**config.mk**
```make
export PLATFORM = sky130hd
export DESIGN_NAME = img_loader_144
export DESIGN_NICKNAME = d
export VERILOG_FILES = /design/src/rtl/img_loader_144.sv
export SDC_FILE = /design/constraint.sdc
export NUM_CORES = 2
export LEC_CHECK = 0
export BUFFER_PORTS_ARGS = -buffer_cell sky130_fd_sc_hd__buf_2
export CORE_AREA = 5 5 489 491
export DETAILED_ROUTE_END_ITERATION = 16
export DIE_AREA = 0 0 494 496
export GPL_TIMING_DRIVEN = 0
export MAX_ROUTING_LAYER = met4
export SLEW_MARGIN = 0
export SYNTH_ARGS = -nofsm -noshare
export SYNTH_HDL_FRONTEND = slang
export SYNTH_SLANG_ARGS = --single-unit
```
**constraint.sdc**
```tcl
create_clock -name clk -period 3.8 [get_ports clk]
set_input_delay 0 -clock clk [delete_from_list [all_inputs] [get_ports clk]]
set_output_delay 0 -clock clk [all_outputs]
set_load 0.005 [all_outputs]
```
**src/rtl/img_loader_144.sv**
```systemverilog
// img_loader_144 -- byte-serial pixel packer feeding the 144-64-10 network.
// Collects N_PIX pixels into the flat image bus, pulses valid_top for one
// cycle, holds the image until ready_top, then latches the prediction.
//
// Ports:
//   clk, rst          : clock, synchronous active-high reset
//   pix_in/_valid/_sof: pixel stream in (sof marks pixel 0 of a new frame)
//   pix_ready         : high in FILL only (decoded from registered state)
//   img_source        : packed image, pixel k at [k*PIX_W +: PIX_W]
//   valid_top         : one-cycle start pulse to the network
//   ready_top, number : network done pulse and its prediction
//   result/_valid     : registered prediction and one-cycle update pulse
//   frame_cnt         : completed frames, wraps at 16 bits
module img_loader_144 #(
  parameter int N_PIX = 144,
  parameter int PIX_W = 8
) (
  input  logic                   clk,
  input  logic                   rst,
  input  logic [PIX_W-1:0]       pix_in,
  input  logic                   pix_valid,
  input  logic                   pix_sof,
  output logic                   pix_ready,
  output logic [N_PIX*PIX_W-1:0] img_source,
  output logic                   valid_top,
  input  logic                   ready_top,
  input  logic [31:0]            number,
  output logic [31:0]            result,
  output logic                   result_valid,
  output logic [15:0]            frame_cnt
);

  typedef enum logic [1:0] {
    S_FILL   = 2'd0,
    S_LAUNCH = 2'd1,
    S_WAIT   = 2'd2
  } state_e;

  localparam logic [7:0] LAST_IDX = 8'(N_PIX - 1);

  state_e                   state_q, state_d;
  logic [7:0]               idx_q, idx_d;
  logic [N_PIX*PIX_W-1:0]   img_q;
  logic [31:0]              result_q, result_d;
  logic                     result_valid_q, result_valid_d;
  logic [15:0]              frame_cnt_q, frame_cnt_d;

  logic                     wr_en;
  logic [7:0]               wr_slot;

  // Next-state logic. An sof pixel restarts the frame at slot 0; the
  // abandoned partial frame is simply overwritten by later pixels.
  always_comb begin
    state_d        = state_q;
    idx_d          = idx_q;
    result_d       = result_q;
    result_valid_d = 1'b0;
    frame_cnt_d    = frame_cnt_q;
    wr_en          = 1'b0;
    wr_slot        = pix_sof ? 8'd0 : idx_q;

    case (state_q)
      S_FILL: begin
        if (pix_valid) begin
          wr_en = 1'b1;
          if (wr_slot == LAST_IDX) begin
            idx_d   = 8'd0;
            state_d = S_LAUNCH;
          end else begin
            idx_d = wr_slot + 8'd1;
          end
        end
      end
      S_LAUNCH: begin
        state_d = S_WAIT;
      end
      S_WAIT: begin
        if (ready_top) begin
          result_d       = number;
          result_valid_d = 1'b1;
          frame_cnt_d    = frame_cnt_q + 16'd1;
          state_d        = S_FILL;
        end
      end
      default: begin
        state_d = S_FILL;
      end
    endcase
  end

  always_ff @(posedge clk) begin
    if (rst) begin
      state_q        <= S_FILL;
      idx_q          <= 8'd0;
      result_q       <= 32'd0;
      result_valid_q <= 1'b0;
      frame_cnt_q    <= 16'd0;
    end else begin
      state_q        <= state_d;
      idx_q          <= idx_d;
      result_q       <= result_d;
      result_valid_q <= result_valid_d;
      frame_cnt_q    <= frame_cnt_d;
    end
  end

  // Image buffer: only accepted FILL pixels write, so the image is frozen
  // through LAUNCH and WAIT while the network reads it.
  always_ff @(posedge clk) begin
    if (rst) begin
      img_q <= '0;
    end else if (wr_en) begin
      img_q[int'(wr_slot)*PIX_W +: PIX_W] <= pix_in;
    end
  end

  assign pix_ready    = (state_q == S_FILL);
  assign valid_top    = (state_q == S_LAUNCH);
  assign img_source   = img_q;
  assign result       = result_q;
  assign result_valid = result_valid_q;
  assign frame_cnt    = frame_cnt_q;

endmodule

```
==> reports/qor.yml <==
status: "finished, violations left"
violations: "negative setup slack"
grt_pass1_vias: 44070
finalCritPeriodShare: 1.03
avgSynthCellArea_um2: 10.3
hp-class: "input port to register"
drtIter0Drc: 3224
cts_buffers: 141
worst_setup_hold_path_clk_slew_ns: 0.06
final_cell_mix: "1299 x buf_2, 1232 x nand2_1, 1211 x dfxtp_1"
cts_buffer_depth: 3
dieHeight_um: 496
antenna_found_initial: 38
wire_per_inst_um: 32.9
synthArstFlopShare: 0
viasPerCell: 4.61
clkLatencyLatePin_ns: 0.81
place_congestion: 0.897
cts-htree-levels: 4
cp.arrival_ns: 4.63
ys_ff_latch: 1211
dpl.hpwl_mm: 249
yosys.cell_types.count: 72
p_leak_nw: 29.4
multiInputGateArea_um2: 22900
grt_max_degree: 17
synth.largest_area_cell: "dfxtp_1"
vias: 43732
ys.flop_type: "dfxtp_1"
powerDensity_nw_per_um2: 427
ant_nets: 0
totalWireLength_mm: 312
rows: 178
whs_ns: 0.0799
yosys_warnings: 0
core_um2: 234000
num-nets-final: 6269
path_class: "register to register"
grt_setup_unrepaired: "yes"
final_common_cell: "buf_2"
setup_ws_ns: -0.113
syn_inst: 4666
max_freq_mhz: 256
grt_pass1_wl_mm: 403
cts_tree: "yes"
port_buffers: 1244
cap_violations: 0
yosysSeqAreaShare: 0.506
drc: 0
syn_area_um2: 47900
synth-edff-count: 0
instances_no_fill: 9496
clock_sinks: 1211
floorplan.die_area_um2: 245000
netlist_top_cells_area: "dfxtp_1 51%, mux2i_1 23%, nand2_1 9.6%"
worstSetupEndpointType: "register"
tightest_slew_ns: 1.38
syn_to_final_growth_pct: 38.3
preCtsSetupSlack_ns: -1.17
post-route-min-period_ns: 3.91
seq_area_um2: 24200
slew_headroom: 0.0775
gr-usage-all-layers: 0.250
cts_root_buffer: "clkbuf_16"
fp.dieW_um: 494
yosysTopAreaCellShare: 0.506
cp_max_fo: 10
syn_nets: 4715
slew_viol_final: 0
ir_worst_vdd_mv: 0.314
hold_viol: 0
nFillCells: 24671
layout-drive-gt1-share: 0.312
gr-total-overflow: 0
finClkSkew_ns: 0.0392
start_util: 0.205
first_pass_iters: 6
dp_cells: 9074
critPathLaunchType: "register"
ios: 1248
setup_viol: 8
worstPathRequired_ns: 4.52
## final cells by class
cell class                 count  share of cell area
clock buffer                 185              0.0588
buffer                       323              0.0248
tap                         3150              0.0595
antenna                       22            0.000831
clock inverter                62              0.0132
multi-input combinational   3107               0.345
sequential                  1211               0.366
timing repair buffer        1416               0.131
inverter                      20             0.00113
## sequential cells by signal (all words and copies together) (netlist names)
register      cells
result_valid      1
state_q           2
idx_q             8
img_source     1152
result           32
frame_cnt        16
## metal layers
layer,vias up,GRT usage,part of all wire
met5,-,-,0
met4,0,0.120,0.057
met3,535,0.0571,0.073
met2,2156,0.426,0.48
met1,21796,0.278,0.38
li1,19245,-,-
## metrics by stage
step	util	power, mW	cell area (um2)	TNS [ns]
floorplan	-	13.5	47900	0
global placement	0.248	14.2	58100	-813.38
detailed placement	0.249	14.3	58400	-332.08
CTS	0.278	28.6	65100	-2.86
global route	0.283	29.1	66200	-1.71
finish	0.283	28.3	66300	-0.410
## synthesized netlist by cell type, drive strengths merged, types with 3 or more instances
master	number
nor2b	37
a21oi	47
mux2i	1110
nor3	13
o32ai	8
or4	9
nand2	1236
o21ai	15
clkbuf	218
inv	20
a31oi	3
nor2	35
xnor2	11
or3	69
xor2	6
and4b	3
nand3	210
and3	5
o31ai	33
nor3b	3
dfxtp	1211
o41ai	38
and2	6
nand4	86
buf	110
nand2b	4
nor4	87
ha	4
a211oi	4
## critical path: stages (launching register included)
cell and delay [ns]:
dfxtp_1 0.32, buf_6 0.17, nand2b_1 0.06, buf_2 0.18, ha_1 0.32, buf_2 0.23
or3_1 0.38, nor3_1 0.47, clkdlybuf4s15_1 0.90, nand3_1 0.50, mux2i_1 0.27
## power breakdown
part	switching (mW)	total [mW]	leakage (nW)	internal, mW
clock	6.06	14.2	2.32	8.14
combinational	1.14	1.39	17.4	0.249
sequential	0.00425	12.7	9.75	12.7
total	7.21	28.3	29.4	21.1
## what timing repair did
action / in CTS / in global routing
hold endpoints to repair: 180 / 0
hold buffers: 75 / 0
gates resized for setup: 88 / 101
setup buffers: 45 / 38
endpoints found under the setup margin: 862 / 704
pin swaps: 43 / 34
## final timing paths
| kind | depth (start not counted) | slack (ns) | end | from |
|---|---|---|---|---|
| worst max-delay path | 10 | -0.11 | img_source[999]$_SDFFE_PP0P_ | idx_q[0]$_SDFFE_PP0P_ |
| worst min-delay path | 4 | 0.08 | result[30]$_SDFFE_PP0P_ | number[30] |
| worst max register to register | 10 | -0.11 | img_source[999]$_SDFFE_PP0P_ | idx_q[0]$_SDFFE_PP0P_ |
| worst min register to register | 2 | 0.45 | img_source[9]$_SDFFE_PP0P_ | img_source[9]$_SDFFE_PP0P_ |
## logic make-up after synthesis
kind of cell / after synthesis / synth area share
multiplexers: 1111 / 0.232
XOR/XNOR: 17 / 0.00365
flip-flops: 1211 / 0.506
AO/OA/AOI/OAI: 161 / 0.0247
buffers and inverters: 348 / 0.0332
AND/OR/NAND/NOR: 1814 / 0.200
adder cells (fa/ha/maj): 4 / 0.00104
Note: power is estimated with default switching activity, not from simulation.
